## src/rtl/pipe_ctrl_pkg.sv

```systemverilog
// Shared opcode constants, ALU-op encodings and per-stage control bundles
// for the pipelined MIPS control unit.
package pipe_ctrl_pkg;

    localparam logic [5:0] OP_RTYPE = 6'b000000;
    localparam logic [5:0] OP_LW    = 6'b100011;
    localparam logic [5:0] OP_SW    = 6'b101011;
    localparam logic [5:0] OP_BEQ   = 6'b000100;
    localparam logic [5:0] OP_BNE   = 6'b000101;
    localparam logic [5:0] OP_ADDI  = 6'b001000;
    localparam logic [5:0] OP_ANDI  = 6'b001100;
    localparam logic [5:0] OP_ORI   = 6'b001101;
    localparam logic [5:0] OP_SLTI  = 6'b001010;
    localparam logic [5:0] OP_J     = 6'b000010;

    typedef enum logic [2:0] {
        ALU_ADD   = 3'd0,
        ALU_SUB   = 3'd1,
        ALU_RTYPE = 3'd2,
        ALU_AND   = 3'd3,
        ALU_OR    = 3'd4,
        ALU_SLT   = 3'd5
    } aluop_e;

    typedef struct packed {
        logic   regdst;
        logic   alusrc;
        aluop_e aluop;
        logic   branch;
        logic   bne;
        logic   jump;
        logic   memread;
        logic   memwrite;
        logic   memtoreg;
        logic   regwrite;
    } ctrl_t;

    // Only the fields still needed downstream are carried past EX.
    typedef struct packed {
        logic branch;
        logic bne;
        logic jump;
        logic memread;
        logic memwrite;
        logic memtoreg;
        logic regwrite;
    } mem_ctrl_t;

    typedef struct packed {
        logic memtoreg;
        logic regwrite;
    } wb_ctrl_t;

    function automatic mem_ctrl_t to_mem(input ctrl_t c);
        mem_ctrl_t m;
        m.branch   = c.branch;
        m.bne      = c.bne;
        m.jump     = c.jump;
        m.memread  = c.memread;
        m.memwrite = c.memwrite;
        m.memtoreg = c.memtoreg;
        m.regwrite = c.regwrite;
        return m;
    endfunction

    function automatic wb_ctrl_t to_wb(input mem_ctrl_t m);
        wb_ctrl_t w;
        w.memtoreg = m.memtoreg;
        w.regwrite = m.regwrite;
        return w;
    endfunction

endpackage

```

## src/rtl/pipe_ctrl_unit_decode.sv

```systemverilog
// Combinational ID-stage decode: opcode and id_valid to control bundle,
// with an illegal flag for unknown opcodes on valid instructions.
module ctrl_decode
    import pipe_ctrl_pkg::*;
#(
    parameter bit EN_BNE  = 1'b1,
    parameter bit EN_JUMP = 1'b1
) (
    input  logic       id_valid,
    input  logic [5:0] opcode,
    output ctrl_t      ctrl,
    output logic       illegal
);

    always_comb begin
        ctrl    = '0;
        illegal = 1'b0;
        if (id_valid) begin
            case (opcode)
                OP_RTYPE: begin
                    ctrl.regdst   = 1'b1;
                    ctrl.regwrite = 1'b1;
                    ctrl.aluop    = ALU_RTYPE;
                end
                OP_LW: begin
                    ctrl.alusrc   = 1'b1;
                    ctrl.memread  = 1'b1;
                    ctrl.memtoreg = 1'b1;
                    ctrl.regwrite = 1'b1;
                    ctrl.aluop    = ALU_ADD;
                end
                OP_SW: begin
                    ctrl.alusrc   = 1'b1;
                    ctrl.memwrite = 1'b1;
                    ctrl.aluop    = ALU_ADD;
                end
                OP_BEQ: begin
                    ctrl.branch = 1'b1;
                    ctrl.aluop  = ALU_SUB;
                end
                OP_BNE: begin
                    if (EN_BNE) begin
                        ctrl.branch = 1'b1;
                        ctrl.bne    = 1'b1;
                        ctrl.aluop  = ALU_SUB;
                    end else begin
                        illegal = 1'b1;
                    end
                end
                OP_ADDI: begin
                    ctrl.alusrc   = 1'b1;
                    ctrl.regwrite = 1'b1;
                    ctrl.aluop    = ALU_ADD;
                end
                OP_ANDI: begin
                    ctrl.alusrc   = 1'b1;
                    ctrl.regwrite = 1'b1;
                    ctrl.aluop    = ALU_AND;
                end
                OP_ORI: begin
                    ctrl.alusrc   = 1'b1;
                    ctrl.regwrite = 1'b1;
                    ctrl.aluop    = ALU_OR;
                end
                OP_SLTI: begin
                    ctrl.alusrc   = 1'b1;
                    ctrl.regwrite = 1'b1;
                    ctrl.aluop    = ALU_SLT;
                end
                OP_J: begin
                    if (EN_JUMP) ctrl.jump = 1'b1;
                    else         illegal   = 1'b1;
                end
                default: illegal = 1'b1;
            endcase
        end
    end

endmodule

```

## src/rtl/pipe_ctrl_unit.sv

```systemverilog
// Pipelined MIPS control: decode, ID/EX, EX/MEM, MEM/WB control registers,
// load-use stall, branch flush and a saturating bubble counter.
module pipe_ctrl_unit
    import pipe_ctrl_pkg::*;
#(
    parameter int ALUOP_W = 4,
    parameter bit EN_BNE  = 1'b1,
    parameter bit EN_JUMP = 1'b1,
    parameter int CNT_W   = 16
) (
    input  logic               clk,
    input  logic               reset,
    input  logic               id_valid,
    input  logic [5:0]         opcode,
    input  logic [4:0]         id_rs,
    input  logic [4:0]         id_rt,
    input  logic               flush,
    output logic               ex_regdst,
    output logic               ex_alusrc,
    output logic               ex_branch,
    output logic               ex_bne,
    output logic               ex_jump,
    output logic [ALUOP_W-1:0] ex_aluop,
    output logic [4:0]         ex_rt,
    output logic               mem_memread,
    output logic               mem_memwrite,
    output logic               mem_branch,
    output logic               mem_bne,
    output logic               mem_jump,
    output logic               wb_regwrite,
    output logic               wb_memtoreg,
    output logic               stall,
    output logic               pc_write,
    output logic               ifid_write,
    output logic               illegal_op,
    output logic [CNT_W-1:0]   bubble_cnt
);

    ctrl_t            dec_ctrl;
    logic             dec_illegal;
    ctrl_t            idex_p0;
    logic [4:0]       ex_rt_p0;
    mem_ctrl_t        exmem_p1;
    wb_ctrl_t         memwb_p2;
    logic             illegal_q;
    logic [CNT_W-1:0] cnt_q;
    logic             hazard;
    logic             stall_int;
    logic [1:0]       bubble_inc;

    ctrl_decode #(
        .EN_BNE  (EN_BNE),
        .EN_JUMP (EN_JUMP)
    ) u_decode (
        .id_valid (id_valid),
        .opcode   (opcode),
        .ctrl     (dec_ctrl),
        .illegal  (dec_illegal)
    );

    // Two guard bits so a +2 from all-ones-minus-1 is caught as overflow.
    function automatic logic [CNT_W-1:0] sat_add(input logic [CNT_W-1:0] a,
                                                 input logic [1:0]       inc);
        logic [CNT_W+1:0] sum;
        sum = {2'b00, a} + {{CNT_W{1'b0}}, inc};
        return (sum[CNT_W+1:CNT_W] != 2'b00) ? {CNT_W{1'b1}} : sum[CNT_W-1:0];
    endfunction

    assign hazard     = idex_p0.memread && (ex_rt_p0 != 5'd0) && id_valid &&
                        ((ex_rt_p0 == id_rs) || (ex_rt_p0 == id_rt));
    assign stall_int  = hazard && !flush;
    assign bubble_inc = flush ? 2'd2 : (stall_int ? 2'd1 : 2'd0);

    always_ff @(posedge clk or posedge reset) begin
        if (reset) begin
            idex_p0   <= '0;
            ex_rt_p0  <= '0;
            exmem_p1  <= '0;
            memwb_p2  <= '0;
            illegal_q <= 1'b0;
            cnt_q     <= '0;
        end else begin
            // ID -> EX and EX -> MEM; the MEM instruction always retires.
            memwb_p2 <= to_wb(exmem_p1);
            if (flush) begin
                idex_p0  <= '0;
                ex_rt_p0 <= '0;
                exmem_p1 <= '0;
            end else if (stall_int) begin
                idex_p0  <= '0;
                ex_rt_p0 <= '0;
                exmem_p1 <= to_mem(idex_p0);
            end else begin
                idex_p0  <= dec_ctrl;
                ex_rt_p0 <= id_rt;
                exmem_p1 <= to_mem(idex_p0);
            end
            if (dec_illegal) illegal_q <= 1'b1;
            cnt_q <= sat_add(cnt_q, bubble_inc);
        end
    end

    assign ex_regdst    = idex_p0.regdst;
    assign ex_alusrc    = idex_p0.alusrc;
    assign ex_branch    = idex_p0.branch;
    assign ex_bne       = idex_p0.bne;
    assign ex_jump      = idex_p0.jump;
    assign ex_aluop     = ALUOP_W'(idex_p0.aluop);
    assign ex_rt        = ex_rt_p0;
    assign mem_memread  = exmem_p1.memread;
    assign mem_memwrite = exmem_p1.memwrite;
    assign mem_branch   = exmem_p1.branch;
    assign mem_bne      = exmem_p1.bne;
    assign mem_jump     = exmem_p1.jump;
    assign wb_regwrite  = memwb_p2.regwrite;
    assign wb_memtoreg  = memwb_p2.memtoreg;
    assign stall        = stall_int;
    assign pc_write     = !stall_int;
    assign ifid_write   = !stall_int;
    assign illegal_op   = illegal_q;
    assign bubble_cnt   = cnt_q;

endmodule

```

## config.mk

```make
export PLATFORM = sky130hd
export DESIGN_NAME = pipe_ctrl_unit
export DESIGN_NICKNAME = d
export VERILOG_FILES = /design/src/rtl/pipe_ctrl_pkg.sv /design/src/rtl/pipe_ctrl_unit_decode.sv /design/src/rtl/pipe_ctrl_unit.sv
export SDC_FILE = /design/constraint.sdc
export NUM_CORES = 1
export LEC_CHECK = 0
export BUFFER_PORTS_ARGS = -buffer_cell sky130_fd_sc_hd__buf_2
export CELL_PAD_IN_SITES_DETAIL_PLACEMENT = 0
export CELL_PAD_IN_SITES_GLOBAL_PLACEMENT = 2
export CORE_UTILIZATION = 31
export DETAILED_ROUTE_END_ITERATION = 8
export PLACE_DENSITY = 0.79
export SLEW_MARGIN = 20
export SYNTH_ARGS = -nofsm -noshare
export SYNTH_HDL_FRONTEND = slang
export SYNTH_SLANG_ARGS = --single-unit
export TNS_END_PERCENT = 100
```

## constraint.sdc

```tcl
create_clock -name clk -period 3.8 [get_ports clk]
set_input_delay 0.38 -clock clk [delete_from_list [all_inputs] [get_ports clk]]
set_output_delay 0.38 -clock clk [all_outputs]
set_load 0.1 [all_outputs]
```

==> impl_metrics.toml, run 1 <==
[status]
status = "complete, no violations"

[setup_path]
slowest_delay_ns = 0.50
critPathRequiredTime_ns = 4.04
cp_slowest_cell = "or3_4"
endpoint_kind = "flip-flop"
start_kind = "flip-flop"
crit_chain = "xor2_1, nor3_1, nand3_1, a21oi_1, ha_1, inv_1, fa_1, and2b_1, and3_4, nand4_4, or3_4, or2b_1"
cp.arrival_ns = 3.37
worstSetupPathType = "reg2reg"
crit_fanout = 13
rrSetupSlack_ns = 0.66

[logic_synthesis]
syn_inst = 180
seq_area_frac_synth_pct = 53.0
synth-main-ff-cell = "dfrtp_1"
syn-num-nets = 203
ys_ff_latch = 41
synth_edf_count = 0
synth_warnings = 0
avgSynthCellArea_um2 = 10.7
synth_async_sr_flop_share_pct = 100
synth_cell_type_count = 40
synth_area_um2 = 1930

[sta]
tns_ns = 0
relSlewSlack_pct = 46.6
hold_viol_final = 0
slew_violations = 0
worst_pin_slew_ns = 0.800
layout_min_cycle_time_ns = 3.14
clock_skew_ns = 0.00861
post-route-period-util_pct = 82.5
grt_setup_unrepaired = "false"
fmax_mhz = 319
finalSetupViolCount = 0

[global_routing]
grt_pass1_vias = 1450
grt_util_met3_pct = 3.03
grt_pass1_wl_um = 7090
grt_start_max_net_pins = 22
globalRouteTotalUtil_pct = 14.4
globalRouteOverflowTotal = 0
antenna_found_initial = 0
top_usage_layer = "met2"
use_met2_pct = 21.8
grt_util_met1_pct = 19.9

[detailed_routing]
drt_wl_total_um = 4250
vias = 1433
routed_via_density = 4.53
drc = 0
dr.pass1.iters = 4
initialDrtViolationCount = 73
wl_per_cell_um = 13.4
postRouteAntennaNets = 0

[final_layout]
nets = 263
final_util_pct = 40.4
synthToLayoutAreaGrowth_pct = 24.5
fill_cells = 593
antenna_cells = 0
drive_gt1_share_pct = 32.0
layout_common_cells = "59 x buf_2, 41 x dfrtp_1, 27 x nand2_1"
final_common_cell = "buf_2"

[clock_tree]
postCtsHoldBufs = 0
h-tree-depth = 2
numCtsBuffers = 5
cts_tree = "done"
clockBufferDepth = 2
clkSinkCount = 41
clk_pin_slew_ns = 0.09
cts.repair.resized = 0
clk_latency_ns = 0.29
root_buffer = "clkbuf_8"
post_cts_buffers = 0

[pwr]
p_per_area_nw_per_um2 = 579
power_mw = 1.40
leakage_nw = 1.24
vdd_drop_max_uv = 249

[die]
io_pins = 61
row_count = 28
core_um2 = 5960
start_util_pct = 32.5
die_h_um = 81.0
die_x_um = 81.0
dieArea_um2 = 6560

[placed_design]
io_buffers = 59
gp_congestion = 0.783
dp_hpwl_um = 3120

[run]
drv_cap = 0

[hold_path]
hold_path_class = "in2async"
layer usage:
metal | share of wire, % | routed length [µm]
met2 | 45 | 1910
met3 | 4.2 | 178
met5 | 0 | 0
met4 | 1.6 | 67
met1 | 49 | 2090
logic make-up after synthesis:
logic type / share of synthesized area [%]
DFF: 53.0
adders and majority gates: 2.33
buffers and inverters: 4.66
and+or+nand+nor: 23.9
muxes: 1.10
AOI/OAI and AO/OA: 6.21
other: 0.194
xor gates and xnor gates: 8.60
worst max-delay path, delay by kind of cell, from the launching register on:
| family | cells | cell delay [ns] |
|---|---|---|
| buffers and inverters | 1 | 0.05 |
| XOR/XNOR | 1 | 0.18 |
| adder cells (fa/ha/maj) | 2 | 0.57 |
| flip-flops | 1 | 0.44 |
| AND/OR/NAND/NOR | 7 | 1.64 |
| AO/OA/AOI/OAI | 1 | 0.19 |
metrics by stage:
step | hold slack, ns | cell area [µm²] | setup slack (ns) | std cells
after CTS | 0.251 | 2410 | 0.654 | 316
after floorplan | 0.331 | 1930 | 0.390 | 180
after detailed placement | 0.357 | 2270 | 0.660 | 308
after global routing | 0.295 | 2410 | 0.475 | 316
final | 0.226 | 2410 | 0.664 | 316
after global placement | 0.349 | 2270 | 0.735 | 308
cells in the mapped netlist (2+ instances only):
library cell	n	area [µm²]
o21ai_0	3	15.0
xnor2_1	7	61.3
dfrtp_1	41	1030
a21oi_1	5	25.0
nor4_1	4	25.0
nor2b_1	9	56.3
nand4_1	2	12.5
and3_4	2	22.5
o22ai_1	2	12.5
nor3b_1	7	52.6
nand2_1	27	101
buf_4	5	37.5
nor3_1	10	50.1
buf_6	2	22.5
inv_1	7	26.3
xor2_1	12	105
nand3_1	5	25.0
nor2_1	6	22.5
nor4b_1	2	17.5
ha_1	2	25.0
power breakdown:
part	total, mW	switching [mW]	leakage, nW	internal [mW]
combinational	0.456	0.372	0.629	0.0843
sequential	0.525	0.0502	0.543	0.475
clock	0.414	0.153	0.0681	0.261
total	1.40	0.576	1.24	0.820
cell type report:
type                            instances  area (µm²)  area share, %
Clock buffer                            5        68.8           2.86
Clock inverter                          3        65.1           2.70
Tap cell                               75        93.8           3.90
Timing Repair Buffer                   61         310           12.9
Inverter                                7        26.3           1.09
Sequential cell                        41        1030           42.6
Multi-Input combinational cell        124         818           34.0
worst paths after layout:
| check | from | end | cells past startpoint |
|---|---|---|---|
| max | ex_rt[2] | bubble_cnt[0] | 12 |
| min | reset | ex_rt[2] | 2 |
| max reg2reg | ex_rt[2] | bubble_cnt[0] | 12 |
| min reg2reg | exmem_p1[0] | wb_regwrite | 0 |
| max in group asynchronous | reset | bubble_cnt[10] | 3 |
| min in group clk | id_rt[3] | ex_rt[3] | 2 |
sequential cells by signal (all words and copies together) (netlist names):
register / count
mem_bne: 1
bubble_cnt: 16
ex_regdst: 1
mem_jump: 1
mem_memwrite: 1
ex_branch: 1
idex_p0: 3
ex_rt: 5
ex_bne: 1
wb_regwrite: 1
ex_jump: 1
wb_memtoreg: 1
exmem_p1: 1
ex_alusrc: 1
mem_branch: 1
illegal_op: 1
mem_memread: 1
ex_aluop: 3
Power figures use the tool's default switching activity.
==> inputs of run 2 (changes only) <==
--- a/config.mk
+++ b/config.mk
@@ -5,12 +5,13 @@
 export SDC_FILE = /design/constraint.sdc
 export NUM_CORES = 1
 export LEC_CHECK = 0
+export ABC_AREA = 1
 export BUFFER_PORTS_ARGS = -buffer_cell sky130_fd_sc_hd__buf_2
 export CELL_PAD_IN_SITES_DETAIL_PLACEMENT = 0
 export CELL_PAD_IN_SITES_GLOBAL_PLACEMENT = 2
-export CORE_UTILIZATION = 31
+export CORE_UTILIZATION = 28
 export DETAILED_ROUTE_END_ITERATION = 8
-export PLACE_DENSITY = 0.79
+export PLACE_DENSITY = 0.78
 export SLEW_MARGIN = 20
 export SYNTH_ARGS = -nofsm -noshare
 export SYNTH_HDL_FRONTEND = slang
==> constraint.sdc (replaced) <==
create_clock -name clk -period 2.96 [get_ports clk]
set_input_delay 0.296 -clock clk [delete_from_list [all_inputs] [get_ports clk]]
set_output_delay 0.296 -clock clk [all_outputs]
set_load 0.1 [all_outputs]
==> run 2 against run 1 <==
Clock skew fell by 0.0031 ns. Power increased by 20%. Clock power down 9.7%. Core utilization decreased by 4.3 points. Sequential cell count stayed put. Non-clock buffer count unchanged. Clock-buffer cell count up 2. Global-route usage down 0.37 points. Synthesized cell count up 55%. Critical path depth increased by 4. Critical endpoint is now bubble_cnt[12].
==> impl_metrics.toml, run 2 <==
[status]
status = "complete, no violations"

[final_layout]
final_util_pct = 36.1
antenna_cells = 0
final_common_cell = "nand2_1"
drive_gt1_share_pct = 25.8
synthToLayoutAreaGrowth_pct = 23.5
largest_register_ffs = 16
layout_common_cells = "60 x nand2_1, 59 x buf_2, 51 x inv_1"
nets = 363

[setup_path]
crit_chain = "nor2_1, nor2_1, nor2_1, nand3_1, nand2_1, nand2_4, inv_1, ha_1, inv_1, fa_1, inv_1, nand2_1, nor3_2, nand2_1, o21ai_0, nand3_1"
r2r_start = "ex_rt[0]"
worstSetupPathType = "reg2reg"
slowest_delay_ns = 0.51
r2r-end = "bubble_cnt[12]"
crit_fanout = 6
start_kind = "flip-flop"
cp_slowest_cell = "dfrtp_4"
cp.arrival_ns = 2.79
r2r.worst_path.cells = 16
critPathRequiredTime_ns = 3.14
endpoint_kind = "flip-flop"
rrSetupSlack_ns = 0.35

[die]
io_pins = 61
die_x_um = 89.3
row_count = 31
start_util_pct = 29.3
dieArea_um2 = 7970
core_um2 = 7290
die_h_um = 89.3

[sta]
clock_skew_ns = 0.00547
layout_min_cycle_time_ns = 2.61
finalSetupViolCount = 0
tns_ns = 0
slew_violations = 0
post-route-period-util_pct = 88.1
relSlewSlack_pct = 38.6
worst_pin_slew_ns = 0.916
fmax_mhz = 384
hold_viol_final = 0
grt_setup_unrepaired = "false"

[pwr]
p_per_area_nw_per_um2 = 638
seqPwrFrac_pct = 40.3
vdd_drop_max_uv = 310
internal_power_mw = 0.890
power_frac_comb_pct = 37.4
power_frac_clock_pct = 22.2
p_sw_share_pct = 47.0
power.switching_mw = 0.789
leakage_nw = 1.51

[detailed_routing]
initialDrtViolationCount = 85
postRouteAntennaNets = 0
drt_wl_total_um = 5030
routed_via_density = 4.18
wl_per_cell_um = 11.4
dr.pass1.iters = 4
drc = 0
vias = 1841

[placed_design]
dp_hpwl_um = 3820
io_buffers = 59
gp_congestion = 0.779

[logic_synthesis]
avgSynthCellArea_um2 = 7.65
synth_top_area_cell = "dfrtp_1"
synth_edf_count = 0
yosysMostFrequentCell = "nand2_1"
synth_top_area_share_pct = 48.1
synth_cell_type_count = 26
synth_async_sr_flop_share_pct = 100
synth_warnings = 0
synth_area_um2 = 2130
syn-num-nets = 302
synth_commonest_cells = "61 x nand2_1, 52 x inv_1, 47 x nor2_1"
syn_inst = 279
synthTopCellsByArea = "dfrtp_1 48%, nand2_1 11%, inv_1 9.1%"
ys_ff_latch = 41
seq_area_frac_synth_pct = 48.1
synth-main-ff-cell = "dfrtp_1"

[hold_path]
hold_path_class = "in2async"

[clock_tree]
numCtsBuffers = 5
clkSinkCount = 41
clk_latency_ns = 0.30
cts_tree = "done"
h-tree-depth = 2
root_buffer = "clkbuf_8"
clk_pin_slew_ns = 0.08
clockBufferDepth = 2
postCtsHoldBufs = 0

[run]
drv_cap = 0

[global_routing]
grt_pass1_wl_um = 8410
antenna_found_initial = 0
globalRouteOverflowTotal = 0
grt_start_max_net_pins = 24
grt_pass1_vias = 1783
globalRouteTotalUtil_pct = 14.0
==> run 2: through the flow <==
step	area, µm²	total power, mW	worst slack [ns]	hold WS [ns]	instances
2_1_floorplan	2160	1.20	0.0753	0.331	279
3_3_place_gp	2540	1.32	0.191	0.336	432
3_5_place_dp	2540	1.32	0.221	0.344	432
4_1_cts	2620	1.70	0.198	0.100	440
5_1_grt	2630	1.77	0.0199	0.123	440
6_report	2630	1.68	0.353	0.0781	440
==> run 2: final cells by class <==
cell class	instances	area, µm²
tap	99	124
sequential	41	1040
multi-input combinational	177	868
inverter	54	203
clock inverter	1	7.51
fill	840	4660
timing repair buffer	61	310
clock buffer	7	76.3
==> run 2: power groups by stage <==
| stage | sequential, mW | combinational, mW | clock [mW] |
|---|---|---|---|
| 4_1_cts | 0.677 | 0.631 | 0.387 |
| 2_1_floorplan | 1.03 | 0.171 | 0 |
| 6_report | 0.677 | 0.629 | 0.374 |
| 5_1_grt | 0.687 | 0.675 | 0.407 |
| 3_3_place_gp | 0.687 | 0.631 | 0 |
| 3_5_place_dp | 0.688 | 0.630 | 0 |
==> run 2: layer usage <==
metal	wire, µm	vias to the layer above	GRT usage, %	share of wire, %
li1	-	957	-	-
met1	2460	835	18.4	49
met2	2280	38	22.7	45
met3	180	11	2.40	3.6
met4	110	0	6.06	2.2
met5	0	-	0	0
==> run 2: worst max-delay path by stage <==
| stage | from | to | slack (ns) | cells after the start |
|---|---|---|---|---|
| after floorplan | ex_rt[3] | bubble_cnt[12] | 0.08 | 17 |
| after global placement | ex_rt[0] | bubble_cnt[12] | 0.19 | 16 |
| after detailed placement | ex_rt[0] | bubble_cnt[12] | 0.22 | 16 |
| after CTS | ex_rt[0] | bubble_cnt[12] | 0.20 | 16 |
| after global routing | ex_rt[0] | bubble_cnt[12] | 0.02 | 16 |
| final | ex_rt[0] | bubble_cnt[12] | 0.35 | 16 |
==> run 2: worst max-delay path, delay by kind of cell (launching register included) <==
kind            cells  cell delay (ns)
flops               1             0.51
simple gates       10             1.12
buf+inv             3             0.19
fa+ha+maj           2             0.52
compound gates      1             0.16
==> run 2: logic make-up after synthesis <==
family | Yosys count | synth area share, %
xor gates and xnor gates | 5 | 2.05
AOI/OAI and AO/OA | 10 | 2.58
DFF | 41 | 48.1
adders and majority gates | 3 | 2.11
buffers and inverters | 61 | 12.0
other | 1 | 0.176
and+or+nand+nor | 158 | 33.0
==> run 2: timing repair <==
action / CTS / global route
setup endpoints to repair: 0 / 3
gates resized for setup: 0 / 2
setup buffers: 0 / 0
